[src/rtl/fp_pkg.sv]
// Shared FP definitions: op encodings, flag bit positions, dispatcher state encoding.
package fp_pkg;

    localparam int unsigned OP_W   = 2;
    localparam int unsigned RM_W   = 3;
    localparam int unsigned FLAG_W = 5;

    localparam logic [OP_W-1:0] FP_ADD = 2'b00;
    localparam logic [OP_W-1:0] FP_SUB = 2'b01;

    localparam int unsigned FLAG_NV = 4;
    localparam int unsigned FLAG_DZ = 3;
    localparam int unsigned FLAG_OF = 2;
    localparam int unsigned FLAG_UF = 1;
    localparam int unsigned FLAG_NX = 0;

    typedef enum logic [2:0] {
        ST_DRAIN   = 3'd0,
        ST_IDLE    = 3'd1,
        ST_LAUNCH  = 3'd2,
        ST_WAIT    = 3'd3,
        ST_RESPOND = 3'd4
    } disp_state_e;

endpackage

[src/rtl/fp_cycle_counter.sv]
// Clearable up-counter with a terminal-count compare against a per-cycle limit.
module fp_cycle_counter #(
    parameter int unsigned W = 4
) (
    input  logic         clk,
    input  logic         reset,
    input  logic         clr_i,
    input  logic         en_i,
    input  logic [W-1:0] term_i,
    output logic         tc_c
);

    logic [W-1:0] cnt_q;
    logic [W-1:0] cnt_d;

    always_comb begin
        cnt_d = cnt_q;
        if (clr_i) begin
            cnt_d = '0;
        end else if (en_i) begin
            cnt_d = cnt_q + W'(1);
        end
    end

    always_ff @(posedge clk) begin
        if (reset) begin
            cnt_q <= '0;
        end else begin
            cnt_q <= cnt_d;
        end
    end

    assign tc_c = (cnt_q == term_i);

endmodule

[src/rtl/fp_unit_dispatcher.sv]
// Requester side of the FP unit start/done handshake: accept one request, launch the
// unit, wait for done (or time out), present the response, drain after abort.
module fp_unit_dispatcher
    import fp_pkg::*;
#(
    parameter int unsigned XLEN         = 64,
    parameter int unsigned TIMEOUT      = 15,
    parameter int unsigned DRAIN_CYCLES = 8
) (
    input  logic              clk,
    input  logic              reset,
    input  logic              req_valid,
    output logic              req_ready,
    input  logic [OP_W-1:0]   req_op,
    input  logic [XLEN-1:0]   req_a,
    input  logic [XLEN-1:0]   req_b,
    input  logic [RM_W-1:0]   req_rm,
    output logic              unit_start,
    output logic [OP_W-1:0]   unit_op,
    output logic [XLEN-1:0]   unit_a,
    output logic [XLEN-1:0]   unit_b,
    output logic [RM_W-1:0]   unit_rm,
    input  logic              unit_done,
    input  logic [XLEN-1:0]   unit_result,
    input  logic [FLAG_W-1:0] unit_flags,
    output logic              rsp_valid,
    input  logic              rsp_ready,
    output logic [XLEN-1:0]   rsp_result,
    output logic [FLAG_W-1:0] rsp_flags,
    output logic              rsp_timeout,
    output logic              busy
);

    localparam int unsigned CNT_MAX = (TIMEOUT > DRAIN_CYCLES) ? TIMEOUT : DRAIN_CYCLES;
    localparam int unsigned CNT_W   = $clog2(CNT_MAX + 1);

    disp_state_e       state_q, state_d;
    logic              unit_start_q, unit_start_d;
    logic [OP_W-1:0]   op_q, op_d;
    logic [XLEN-1:0]   a_q, a_d;
    logic [XLEN-1:0]   b_q, b_d;
    logic [RM_W-1:0]   rm_q, rm_d;
    logic [XLEN-1:0]   res_q, res_d;
    logic [FLAG_W-1:0] flags_q, flags_d;
    logic              timeout_q, timeout_d;

    logic              cnt_clr;
    logic              cnt_en;
    logic              cnt_tc;
    logic [CNT_W-1:0]  cnt_term;

    // One counter serves both the drain window and the watchdog.
    assign cnt_term = (state_q == ST_DRAIN) ? CNT_W'(DRAIN_CYCLES - 1) : CNT_W'(TIMEOUT - 1);

    fp_cycle_counter #(
        .W (CNT_W)
    ) u_cnt (
        .clk    (clk),
        .reset  (reset),
        .clr_i  (cnt_clr),
        .en_i   (cnt_en),
        .term_i (cnt_term),
        .tc_c   (cnt_tc)
    );

    always_comb begin
        state_d      = state_q;
        unit_start_d = 1'b0;
        op_d         = op_q;
        a_d          = a_q;
        b_d          = b_q;
        rm_d         = rm_q;
        res_d        = res_q;
        flags_d      = flags_q;
        timeout_d    = timeout_q;
        cnt_clr      = 1'b0;
        cnt_en       = 1'b0;

        unique case (state_q)
            ST_DRAIN: begin
                if (cnt_tc) begin
                    state_d = ST_IDLE;
                end else begin
                    cnt_en = 1'b1;
                end
            end
            ST_IDLE: begin
                if (req_valid) begin
                    state_d      = ST_LAUNCH;
                    unit_start_d = 1'b1;
                    op_d         = req_op;
                    a_d          = req_a;
                    b_d          = req_b;
                    rm_d         = req_rm;
                end
            end
            ST_LAUNCH: begin
                cnt_clr = 1'b1;
                state_d = ST_WAIT;
            end
            ST_WAIT: begin
                cnt_en = 1'b1;
                // A done on the final watchdog cycle still counts as a real completion.
                if (unit_done) begin
                    res_d     = unit_result;
                    flags_d   = unit_flags;
                    timeout_d = 1'b0;
                    state_d   = ST_RESPOND;
                end else if (cnt_tc) begin
                    res_d     = '0;
                    flags_d   = '0;
                    timeout_d = 1'b1;
                    state_d   = ST_RESPOND;
                end
            end
            ST_RESPOND: begin
                if (rsp_ready) begin
                    state_d = timeout_q ? ST_DRAIN : ST_IDLE;
                    cnt_clr = timeout_q;
                end
            end
            default: begin
                state_d = ST_DRAIN;
            end
        endcase
    end

    always_ff @(posedge clk) begin
        if (reset) begin
            state_q      <= ST_DRAIN;
            unit_start_q <= 1'b0;
            op_q         <= '0;
            a_q          <= '0;
            b_q          <= '0;
            rm_q         <= '0;
            res_q        <= '0;
            flags_q      <= '0;
            timeout_q    <= 1'b0;
        end else begin
            state_q      <= state_d;
            unit_start_q <= unit_start_d;
            op_q         <= op_d;
            a_q          <= a_d;
            b_q          <= b_d;
            rm_q         <= rm_d;
            res_q        <= res_d;
            flags_q      <= flags_d;
            timeout_q    <= timeout_d;
        end
    end

    assign req_ready   = (state_q == ST_IDLE);
    assign rsp_valid   = (state_q == ST_RESPOND);
    assign busy        = (state_q != ST_IDLE);
    assign unit_start  = unit_start_q;
    assign unit_op     = op_q;
    assign unit_a      = a_q;
    assign unit_b      = b_q;
    assign unit_rm     = rm_q;
    assign rsp_result  = res_q;
    assign rsp_flags   = flags_q;
    assign rsp_timeout = timeout_q;

endmodule

[config.mk]
export PLATFORM = sky130hd
export DESIGN_NAME = fp_unit_dispatcher
export DESIGN_NICKNAME = d
export VERILOG_FILES = /design/src/rtl/fp_pkg.sv /design/src/rtl/fp_cycle_counter.sv /design/src/rtl/fp_unit_dispatcher.sv
export SDC_FILE = /design/constraint.sdc
export NUM_CORES = 1
export LEC_CHECK = 0
export ABC_CLOCK_PERIOD_IN_PS = 2510
export CAP_MARGIN = 10
export CORE_AREA = 2 2 159 161
export CTS_CLUSTER_DIAMETER = 80
export CTS_CLUSTER_SIZE = 24
export DETAILED_ROUTE_END_ITERATION = 7
export DIE_AREA = 0 0 161 163
export GPL_ROUTABILITY_DRIVEN = 0
export PLACE_DENSITY = 0.65
export RECOVER_POWER = 50
export SLEW_MARGIN = 30
export SYNTH_ARGS = -nofsm -noshare
export SYNTH_HDL_FRONTEND = slang
export SYNTH_SLANG_ARGS = --single-unit
[constraint.sdc]
create_clock -name clk -period 2.51 [get_ports clk]
set_input_delay 0.251 -clock clk [delete_from_list [all_inputs] [get_ports clk]]
set_output_delay 0.251 -clock clk [all_outputs]
set_load 0.01 [all_outputs]
==> flow_summary_export.csv <==
group,metric,value,unit
yosys,synth-edff-count,0,
timing,setup_ws,211,ps
yosys,synth-seq-area-share,0.576,
global_routing,grt_use_total,0.175,
power,power.density,496,nW/um2
yosys,synth_top_cell_by_area,"dfxtp_1",
placed_design,pre_cts_slack,574,ps
global_routing,use_met3,0.0527,
yosys,ys_warn_count,0,
global_routing,use_met1,0.213,
yosys,synth.distinct_cells,32,
clocking,clk_pin_slew_worst_paths,90,ps
placed_design,port_buffers,413,
timing,finalSetupViolations,0,
global_routing,antenna_found_initial,0,
floorplanning,fp.dieH,163,um
route,antenna_left,0,
route,viasPerCell,4.59,
clocking,cts_resized,0,
yosys,ys.flop_type,"dfxtp_1",
timing,slew_violations,0,
route,dr.pass1.iters,5,
timing,hold_violations,0,
finish,drive_gt1_frac,0.0291,
floorplanning,fp-row-count,58,
route,totalWireLength,24400,um
power,clock_power_share,0.357,
route,wl_per_cell,15.6,um
finish,syn2layout_area_growth,64.9,%
placed_design,dpl.cell_count,1550,
yosys,synth.top_cell.area_share,0.576,
yosys,netlist_area,7340,um2
timing,skew,13.4,ps
timing,worst_slew_pin_slew,831,ps
clocking,clkLatencyLatePin,470,ps
route,drc,0,
floorplanning,fp.dieW,161,um
clocking,cts_hold_buffers,0,
clocking,cts.sinks,211,
global_routing,grt.busiest_layer,"met2",
power,swShare,0.219,
timing,slew_headroom,0.446,
floorplanning,dieArea,26200,um2
timing,clock.fmax,435,MHz
finish,fin_nets,1443,
route,routed-via-count,7191,
power,power_switching,1310,uW
yosys,yosysMostFrequentCell,"nand2_1",
power,p_total,6000,uW
yosys,synth_area_leaders,"dfxtp_1 (58%), nand2_1 (14%), a21oi_1 (9.5%), a22oi_1 (7.2%), nor2_1 (3.8%)",
clocking,tritoncts,"yes",
critical_path,endpoint_kind,"primary output",
clocking,cts_root_buf,"clkbuf_16",
power,ir_worst_vdd,0.491,mV
critical_path,start_kind,"flip-flop",
global_routing,grt_pass1_wl,37500,um
clocking,post_cts_buffers,0,
global_routing,grt_start_max_net_pins,79,
global_routing,grt_overflow_total,0,
placed_design,post_dp_cell_area,11700,um2
finish,diodes,0,
min_path,hold_class,"in -> reg",
finish,stdcell_area,12100,um2
yosys,syn-num-nets,1075,
finish,nFillCells,2342,
critical_path,critPathRequiredTime,2260,ps
yosys,synthCells,867,
yosys,synth-seq-cells,211,
floorplanning,start_util,0.297,
route,drt_iter0_drc,510,
power,p_leak,0.00473,uW
power,pwr-share-seq,0.563,
global_routing,use_met2,0.306,
yosys,syn_avg_cell_area,8.46,um2
critical_path,crit_fanout,12,
timing,rsz0062_at_grt,"no",
power,p_int,4690,uW
yosys,netlist_top_cells_count,"nand2_1 (268), dfxtp_1 (211), a21oi_1 (139), nor2_1 (74), a22oi_1 (70)",
global_routing,grt_pass1_vias,6914,
yosys,async_flop_share,0,
critical_path,path_class,"reg -> out",
placed_design,dpl.hpwl,16900,um
power,pwr-share-comb,0.081,
outcome,run_status,"finished, final reports clean",
timing,timing.final.crit_share,0.916,
floorplanning,ios,414,
timing,period_minus_slack,2300,ps
floorplanning,core_area,24700,um2
clocking,cts_inserted_buffers,13,
clocking,h-tree-depth,1,
timing,setup_tns,0,ps
flow_run,maxCapViolations,0,
clocking,clock_path_buffers,3,
critical_path,arrival,2050,ps
finish,finalNonFillerCells,1568,
==> final cells by class <==
cell class | instances | area, um2 | share of cell area
multi-input cells | 583 | 2780 | 0.229
inverters | 3 | 11.3 | 0.000931
clock inverters | 4 | 33.8 | 0.00279
well taps | 330 | 413 | 0.0341
clock buffers | 14 | 339 | 0.0280
repair buffers | 423 | 4300 | 0.355
flip-flops and latches | 211 | 4230 | 0.349
==> cells in the final DEF, fill, tap and decap left out, drive strengths merged, types with 2 or more instances in the layout <==
cell	n
a211oi	2
a21oi	139
a22oi	70
a41oi	2
and4b	2
buf	10
clkbuf	15
clkdlybuf4s50	214
clkinv	2
dfxtp	211
dlygate4sd3	198
inv	5
nand2	268
nand2b	2
nand4b	2
nor2	74
nor2b	2
nor3	2
o21ai	5
==> routing by layer <==
metal / wire length (um) / part of all wire
met5: 0 / 0
met4: 481 / 0.020
met3: 1910 / 0.078
met2: 11900 / 0.49
met1: 10100 / 0.41
==> critical path: stages (launching register included) <==
cell             delay (ps)
dfxtp_1                 570
nor3b_4                 390
clkdlybuf4s50_1         620
==> state kept, by name, summed over array words and instances, names as in the netlist <==
register,flops
rsp_flags,5
rsp_result,64
rsp_timeout,1
state_q,3
u_cnt.cnt_q,4
unit_a,64
unit_b,64
unit_op,2
unit_rm,3
unit_start,1
==> logic make-up (layout without fill, tap and decap cells) <==
group | after synthesis | after routing | share of synthesized area
buffers and inverters | 73 | 444 | 0.0498
XOR/XNOR | 1 | 1 | 0.00119
AO/OA/AOI/OAI | 221 | 221 | 0.178
flip-flops | 211 | 211 | 0.576
adder cells (fa/ha/maj) | 1 | 1 | 0.00171
AND/OR/NAND/NOR | 360 | 360 | 0.193
==> worst paths after layout <==
| check | cells past startpoint | startpoint | end | slack, ps |
|---|---|---|---|---|
| min | 2 | reset | unit_b[2]$_SDFFE_PP0P_ | 220 |
| max | 2 | state_q[0]$_SDFFE_PP0P_ | req_ready | 210 |
| min reg2reg | 2 | unit_op[1]$_SDFFE_PP0P_ | unit_op[1]$_SDFFE_PP0P_ | 450 |
| max reg2reg | 5 | u_cnt.cnt_q[0]$_SDFFE_PP0P_ | rsp_result[19]$_SDFFE_PP0P_ | 560 |
==> stage by stage <==
step	hold slack, ps	util
floorplan	387	-
global placement	441	0.475
detailed placement	445	0.475
CTS	219	0.490
global route	234	0.490
finish	220	0.490
==> power by group through the flow <==
| stage | sequential [uW] | combinational [uW] | clock (uW) |
|---|---|---|---|
| 4_1_cts | 3380 | 494 | 2250 |
| 3_5_place_dp | 3460 | 491 | 0 |
| 2_1_floorplan | 3460 | 96.5 | 0 |
| 5_1_grt | 3380 | 519 | 2370 |
| 6_report | 3380 | 485 | 2140 |
| 3_3_place_gp | 3460 | 488 | 0 |
No activity file was read; power rests on OpenSTA's default activity.
